## src/rtl/mem_lsu.sv

```systemverilog
`default_nettype none
// ============================================================================
//  Module   : mem_lsu
//  Purpose  : MEM-stage load/store unit. Validates size/alignment, drives a
//             request/grant + rvalid data-memory bus, aligns store lanes,
//             extracts/extends load data, and stalls the pipeline while busy.
//  Revision : 1.0 - initial release
// ============================================================================
module mem_lsu (
   input  logic        clk,
   input  logic        rst_n,
   input  logic        mem_read,
   input  logic        mem_write,
   input  logic [2:0]  funct3,
   input  logic [31:0] addr,
   input  logic [31:0] wdata,
   output logic        stall,
   output logic [31:0] rdata,
   output logic        access_err,
   output logic        bus_req,
   output logic        bus_we,
   output logic [31:0] bus_addr,
   output logic [31:0] bus_wdata,
   output logic [3:0]  bus_wstrb,
   input  logic        bus_gnt,
   input  logic        bus_rvalid,
   input  logic [31:0] bus_rdata
);

   localparam logic [2:0] F3_B  = 3'b000;
   localparam logic [2:0] F3_H  = 3'b001;
   localparam logic [2:0] F3_W  = 3'b010;
   localparam logic [2:0] F3_BU = 3'b100;
   localparam logic [2:0] F3_HU = 3'b101;
   localparam logic [3:0] TMO_MAX = 4'd15;

   typedef enum logic [1:0] {
      S_IDLE = 2'd0,
      S_REQ  = 2'd1,
      S_WAIT = 2'd2,
      S_DONE = 2'd3
   } state_e;

   state_e      state_q, state_d;
   logic [3:0]  tmo_q, tmo_d;
   logic [1:0]  addr_lo_q, addr_lo_d;
   logic [2:0]  f3_q, f3_d;
   logic        bus_req_q, bus_req_d;
   logic        bus_we_q, bus_we_d;
   logic [31:0] bus_addr_q, bus_addr_d;
   logic [31:0] bus_wdata_q, bus_wdata_d;
   logic [3:0]  bus_wstrb_q, bus_wstrb_d;
   logic [31:0] rdata_q, rdata_d;
   logic        access_err_q, access_err_d;

   logic        req_any, req_one, f3_ok, aligned, legal;
   logic [3:0]  strb_new;
   logic [31:0] wdata_new;
   logic [31:0] rd_shift, rd_ext;

   // Decode the incoming control word: legality, alignment and store lane layout
   always_comb begin
      req_any = mem_read | mem_write;
      req_one = mem_read ^ mem_write;
      case (funct3)
         F3_B, F3_H, F3_W: f3_ok = 1'b1;
         F3_BU, F3_HU:     f3_ok = mem_read;   // no unsigned store forms
         default:          f3_ok = 1'b0;
      endcase
      case (funct3[1:0])
         2'b00:   aligned = 1'b1;
         2'b01:   aligned = ~addr[0];
         2'b10:   aligned = (addr[1:0] == 2'b00);
         default: aligned = 1'b0;
      endcase
      legal = req_one & f3_ok & aligned;
      case (funct3[1:0])
         2'b00: begin
            strb_new  = 4'b0001 << addr[1:0];
            wdata_new = {4{wdata[7:0]}};
         end
         2'b01: begin
            strb_new  = 4'b0011 << addr[1:0];
            wdata_new = {2{wdata[15:0]}};
         end
         default: begin
            strb_new  = 4'b1111;
            wdata_new = wdata;
         end
      endcase
      if (!mem_write) begin
         strb_new = 4'b0000;
      end
   end

   // Select the addressed byte/half of the returned word and extend it
   always_comb begin
      rd_shift = bus_rdata >> {addr_lo_q, 3'b000};
      case (f3_q)
         F3_B:    rd_ext = {{24{rd_shift[7]}}, rd_shift[7:0]};
         F3_H:    rd_ext = {{16{rd_shift[15]}}, rd_shift[15:0]};
         F3_BU:   rd_ext = {24'd0, rd_shift[7:0]};
         F3_HU:   rd_ext = {16'd0, rd_shift[15:0]};
         default: rd_ext = rd_shift;   // word: address low bits are zero
      endcase
   end

   // Next-state and next-output computation for the access sequencer
   always_comb begin
      state_d      = state_q;
      tmo_d        = tmo_q;
      addr_lo_d    = addr_lo_q;
      f3_d         = f3_q;
      bus_req_d    = bus_req_q;
      bus_we_d     = bus_we_q;
      bus_addr_d   = bus_addr_q;
      bus_wdata_d  = bus_wdata_q;
      bus_wstrb_d  = bus_wstrb_q;
      rdata_d      = rdata_q;
      access_err_d = 1'b0;
      case (state_q)
         S_IDLE: begin
            if (legal) begin
               state_d     = S_REQ;
               tmo_d       = 4'd0;
               addr_lo_d   = addr[1:0];
               f3_d        = funct3;
               bus_req_d   = 1'b1;
               bus_we_d    = mem_write;
               bus_addr_d  = {addr[31:2], 2'b00};
               bus_wdata_d = wdata_new;
               bus_wstrb_d = strb_new;
            end else if (req_any) begin
               access_err_d = 1'b1;
            end
         end
         S_REQ: begin
            tmo_d = tmo_q + 4'd1;
            if (bus_gnt) begin
               bus_req_d = 1'b0;
               state_d   = bus_we_q ? S_DONE : S_WAIT;
            end else if (tmo_q == TMO_MAX) begin
               bus_req_d    = 1'b0;
               state_d      = S_DONE;
               access_err_d = 1'b1;
               rdata_d      = 32'd0;
            end
         end
         S_WAIT: begin
            tmo_d = tmo_q + 4'd1;
            if (bus_rvalid) begin
               rdata_d = rd_ext;
               state_d = S_DONE;
            end else if (tmo_q == TMO_MAX) begin
               state_d      = S_DONE;
               access_err_d = 1'b1;
               rdata_d      = 32'd0;
            end
         end
         default: begin
            // DONE: one unstalled cycle; new requests wait for IDLE
            state_d = S_IDLE;
         end
      endcase
   end

   // State and registered outputs, cleared immediately by reset
   always_ff @(posedge clk or negedge rst_n) begin
      if (!rst_n) begin
         state_q      <= S_IDLE;
         tmo_q        <= 4'd0;
         addr_lo_q    <= 2'd0;
         f3_q         <= 3'd0;
         bus_req_q    <= 1'b0;
         bus_we_q     <= 1'b0;
         bus_addr_q   <= 32'd0;
         bus_wdata_q  <= 32'd0;
         bus_wstrb_q  <= 4'd0;
         rdata_q      <= 32'd0;
         access_err_q <= 1'b0;
      end else begin
         state_q      <= state_d;
         tmo_q        <= tmo_d;
         addr_lo_q    <= addr_lo_d;
         f3_q         <= f3_d;
         bus_req_q    <= bus_req_d;
         bus_we_q     <= bus_we_d;
         bus_addr_q   <= bus_addr_d;
         bus_wdata_q  <= bus_wdata_d;
         bus_wstrb_q  <= bus_wstrb_d;
         rdata_q      <= rdata_d;
         access_err_q <= access_err_d;
      end
   end

   // Stall must rise in the accepting IDLE cycle, so it is combinational
   always_comb begin
      stall = rst_n & (((state_q == S_IDLE) & legal) |
                       (state_q == S_REQ) | (state_q == S_WAIT));
   end

   assign rdata      = rdata_q;
   assign access_err = access_err_q;
   assign bus_req    = bus_req_q;
   assign bus_we     = bus_we_q;
   assign bus_addr   = bus_addr_q;
   assign bus_wdata  = bus_wdata_q;
   assign bus_wstrb  = bus_wstrb_q;

endmodule
`default_nettype wire

```

## config.mk

```make
export PLATFORM = sky130hd
export DESIGN_NAME = mem_lsu
export DESIGN_NICKNAME = d
export VERILOG_FILES = /design/src/rtl/mem_lsu.sv
export SDC_FILE = /design/constraint.sdc
export NUM_CORES = 1
export LEC_CHECK = 0
export CAP_MARGIN = 0
export CORE_ASPECT_RATIO = 2
export CORE_MARGIN = 2
export CORE_UTILIZATION = 32
export CTS_BUF_LIST = sky130_fd_sc_hd__clkbuf_4
export CTS_CLUSTER_DIAMETER = 60
export CTS_CLUSTER_SIZE = 10
export DETAILED_ROUTE_END_ITERATION = 7
export PLACE_DENSITY = 0.67
export SLEW_MARGIN = 10
export SYNTH_ARGS = -nofsm -noshare
export SYNTH_HDL_FRONTEND = slang
export SYNTH_SLANG_ARGS = --single-unit
```

## constraint.sdc

```tcl
create_clock -name clk -period 2.1 [get_ports clk]
set_input_delay 0.42 -clock clk [delete_from_list [all_inputs] [get_ports clk]]
set_output_delay 0.42 -clock clk [all_outputs]
set_load 0.005 [all_outputs]
```

# Word level (Yosys, flattened, before mapping)
# Cells that the tools add are included.
[word_totals] register_bits=112 output_inout_bits=104
[classes] add_sub_neg=1 eq_ne=15 n_shift=3 muxes=28 n_bitwise=9 n_reduce_logical=15
[op_table] cell="32-bit case mux with 2 select lines" count=2
[op_table] cell="32-bit case mux with 4 select lines" count=1
[op_table] cell="32-bit two-way mux" count=3
[op_table] cell="32-bit by 5-bit right shift with 32-bit output" count=1
[op_table] cell="4-bit case mux with 2 select lines" count=2
[op_table] cell="3-bit equality test, second input constant" count=4
[op_table] cell="1-bit two-way mux" count=9
[op_table] cell="2-bit two-way mux" count=4
[op_table] cell="4-bit two-way mux" count=2
[op_table] cell="3-bit by 1-bit equality test with 1-bit output, second input constant" count=2
[op_table] cell="2-bit zero test" count=3
[op_table] cell="3-bit zero test" count=2
[op_table] cell="1-bit case mux with 3 select lines" count=2
[op_table] cell="2-bit case mux with 3 select lines" count=1
[op_table] cell="2-bit AND reduction" count=3
[op_table] cell="2-bit nonzero test" count=3
[op_table] cell="4-bit by 1-bit adder with 4-bit output, second input constant" count=1
[op_table] cell="1-bit bitwise AND" count=4
[op_table] cell="2-bit by 1-bit equality test with 1-bit output, second input constant" count=2
[op_table] cell="2-bit equality test, second input constant" count=2
[op_table] cell="4-bit equality test, second input constant" count=1
[op_table] cell="2-bit != test, second input constant" count=2
[op_table] cell="1-bit case mux with 2 select lines" count=2
[op_table] cell="2-bit OR reduction" count=2
[op_table] cell="other kinds (9)" count=11

# Logic depth before layout (Yosys ltp)
[depth] word_depth=9 depth_mapped=8 depth_no_buf=6

# Least setup slack after synthesis
# No wires, ideal clock.
[synth_path] kind="reg2reg" from="reg state_q[0]" to="reg rdata_q[24] (netlist: rdata[24])" t_arrival_ps=1746 required_time_ps=2032 setup_slack_ps=286 path_stages_with_launch=7 path_buffers=0 synth_period_minus_slack_ps=1814 path_cell_list="dfrtp_1 > inv_1 > ha_1 > and2_1 > nand2_2 > nor3_1 > a221o_1"
[synth_via] elab_chain_cells=3 elab_cells_between_ends=6 cone_classes="3 x eq/ne; 1 x mux; 2 x reduce/logical"
[synth_rtl] item="from (decl)" line_no="44" source="state_e state_q, state_d;"
[synth_rtl] item="from (signal assigned)" line_no="182" source="state_q <= state_d;"
[synth_rtl] item="2-bit by 1-bit equality test with 1-bit output or 2-bit equality test (tied branches)" line_no="121" source="case (state_q)"
[synth_rtl] item="2-bit != test (no line) or 2-bit nonzero test (tied branches)"
[synth_rtl] item="2-bit AND reduction (no line)"
[synth_rtl] item="to (signal assigned)" line_no="191" source="rdata_q <= rdata_d;"
[synth_rtl] item="to (decl)" line_no="53" source="logic [31:0] rdata_q, rdata_d;"
# Parallel ways exist; a longest one is shown, timed or not.
# A chain may end at the register's enable or synchronous reset.

# Final worst setup path
[layout_path] from="reg state_q[1]" to="out stall"
[layout_via] elab_chain_cells=5 elab_cells_between_ends=7 cone_classes="2 x eq/ne; 4 x bitwise; 1 x reduce/logical"
[layout_rtl] item="2-bit zero test" line_no="198" source="stall = rst_n & (((state_q == S_IDLE) & legal) |"
[layout_rtl] item="1-bit bitwise AND" line_no="198"
[layout_rtl] item="1-bit OR" line_no="198"
[layout_rtl] item="1-bit OR *" line_no="199" source="(state_q == S_REQ) | (state_q == S_WAIT));"
[layout_rtl] item="1-bit bitwise AND *" line_no="198"
[layout_rtl] item="to (decl)" line_no="17" source="output logic stall,"
# Mark *: on every way between the ends. The rest lies on a longest branch, timed or not.

==> flow_summary.ini <==
[cells_and_area]
syn_to_final_growth_pct = 48.6
drive_gt1_share_pct = 10.8
final_nets = 812
final.fill_count = 1541
final_common_cell = clkdlybuf4s50_1
final_cell_mix = clkdlybuf4s50_1 (200), dfrtp_1 (112), nand2_1 (46)

[floorplanning]
die_height_um = 189
coreArea_um2 = 16700
row_count = 67
die_area_um2 = 18200
initial_core_util_pct = 32.7
die_w_um = 96.3
ios = 209

[placement]
port_buffers = 206
dp_hpwl_mm = 12.4
routabilityCongestion = 0.893

[global_route]
grt_pass1_vias = 4918
antenna_found_initial = 2
grt_pass1_wl_mm = 26.0
overflow = 0
grt.total_usage_pct = 18.8
grt_max_degree = 113

[run]
drv_cap = 0

[power_and_ir_drop]
finalPower_mw = 10.3
ir_worst_vdd_v = 0.000573
leakage_nw = 3.44
p_per_area_nw_per_um2 = 1270

[synth]
synth.top_cell.area_share_pct = 51.4
ys.flop_type = dfrtp_1
synth_edf_count = 0
synth_area_leader_cell = dfrtp_1
syn_inst = 486
synth_cell_types = 48
async_flop_share_pct = 100
synth_warnings = 0
synth_seq_cells = 112
syn_area_um2 = 5450
seq_area_frac_synth_pct = 51.4
ys_top_cells_by_area = dfrtp_1 (51%), mux2_1 (9.1%), mux2i_1 (7.7%)
syn-mean-instance-area_um2 = 11.2

[sta]
tightest_slew_ns = 0.889
rsz0062_at_grt = true
finalHoldViolCount = 0
holdWs_ns = 0.325
max_slew_margin_pct = 40.5
fin_skew_ns = 0.0230
drv_slew = 0
max_freq_ghz = 0.476
setup_viol = 1
fin_ws_ns = -0.000411
period_share_pct = 100
fin_crit_ns = 2.10

[clock_tree]
cts_tree = built
clk_pin_slew_worst_paths_ns = 0.18
cts_max_path_buffers = 2
clk_latency_ns = 0.51
cts_num_sinks = 112
h-tree-depth = 3
numCtsBuffers = 9
root_buffer = clkbuf_4

[setup_path]
crit_buf_inv = 2
cpMaxStageDelayCell = dfrtp_1
crit_arrival_ns = 1.68
cp_top_family = flip-flops
cp.required_ns = 1.68
cpPeakStageDelay_ns = 0.45
path_max_fanout = 3
endpoint_kind = primary output
path_class = register to primary output
cp_cell_sequence = buf_4, ha_2, nor2_2, a21boi_1, buf_2
start_kind = register

[routing]
drc = 0
vias = 4616
drtIter0Drc = 118
wl_per_cell_um = 18.1
ant_nets = 0
via_per_inst = 5.06
first_pass_iters = 4
drt_wl_total_mm = 16.5

[run_status]
violations = negative setup slack
outcome = finished with violations

[hold_path]
min_path_type = primary input to register
==> layer usage <==
metal	global-route usage [%]	share of wire, %	routed length, µm
met5	0	0.073	12
met4	9.34	4.0	653
met3	4.32	5.2	866
met2	33.3	55	9000
met1	20.4	36	5960
==> cells by family (layout without fill, tap and decap cells) <==
| logic type | count (synthesis) | in the layout | synth area share, % |
|---|---|---|---|
| AO/OA/AOI/OAI | 122 | 122 | 13.7 |
| buffers and inverters | 42 | 260 | 4.29 |
| XOR/XNOR | 1 | 1 | 0.161 |
| other | 1 | 3 | 0.0688 |
| multiplexers | 95 | 95 | 19.1 |
| AND/OR/NAND/NOR | 106 | 106 | 9.64 |
| flip-flops | 112 | 112 | 51.4 |
| adder cells (fa/ha/maj) | 7 | 7 | 1.61 |
==> final timing paths <==
check / slack, ns / start / to / cells past startpoint
max in group asynchronous: 1.04 / rst_n / bus_wdata[27] / 3
worst min-delay path: 0.32 / mem_write / bus_we / 3
worst max register to register: 0.12 / state_q[1] / rdata[29] / 8
worst min register to register: 0.51 / bus_wdata[14] / bus_wdata[14] / 2
worst max-delay path: -0.0004 / state_q[1] / stall / 5
min in group asynchronous: 0.54 / rst_n / f3_q[2] / 3
==> metrics by stage <==
step | setup WS [ns] | setup TNS (ns) | util [%] | cell area, µm² | cells
finish | -0.000411 | -0.000411 | 48.5 | 8100 | 913
global route | -0.0766 | -0.0766 | 48.5 | 8100 | 913
CTS | -0.0144 | -0.0144 | 48.4 | 8070 | 911
detailed placement | -0.501 | -20.73 | 47.1 | 7860 | 892
global placement | -0.494 | -17.19 | 47.1 | 7860 | 892
floorplan | 0.286 | 0 | - | 5450 | 487
==> registers in the layout (all words and copies together) (netlist names) <==
signal,count
f3_q,3
bus_wdata,32
tmo_q,4
addr_lo_q,2
rdata,32
bus_addr,30
access_err,1
bus_wstrb,4
bus_we,1
bus_req,1
state_q,2
==> layout make-up <==
type,instances,area (µm²),share of cell area [%]
Tap cell,207,259,3.20
Timing Repair Buffer,238,2350,29.1
Clock buffer,10,75.1,0.927
Inverter,6,22.5,0.278
Antenna cell,1,2.50,0.0309
Sequential cell,112,2800,34.6
Clock inverter,6,82.6,1.02
Multi-Input combinational cell,333,2500,30.9
==> synthesized netlist by cell type, drive strengths merged (2+ instances only) <==
cell type	number
a21oi	31
nor2	25
dfrtp	112
nand3	4
mux2	51
nor2b	4
o221ai	2
inv	6
and2	2
nand2	47
ha	7
o21ai	58
o211ai	3
nor3b	2
nor4b	2
mux4	2
nand3b	12
buf	21
clkbuf	15
a221o	16
mux2i	42
nand2b	3
==> worst reg2reg max path: stages (launching register included) <==
cell and delay (ns):
dfrtp_1 0.43, buf_4 0.14, ha_2 0.19, and2_1 0.18
nand2_2 0.09, buf_4 0.21, nor4bb_4 0.37, buf_12 0.19
a221o_1 0.12
==> power breakdown <==
group	switching, mW	internal (mW)	total, mW
clock	0.736	0.493	1.23
combinational	2.08	3.13	5.21
sequential	0.689	3.18	3.87
==> repair_timing <==
action	CTS	global route
resized for setup	20	2
buffers inserted	3	0
hold buffers	0	1
pin swaps	4	2
hold endpoints to repair	0	1
endpoints found under the setup margin	9	16
Note: power is estimated with default switching activity, not from simulation.
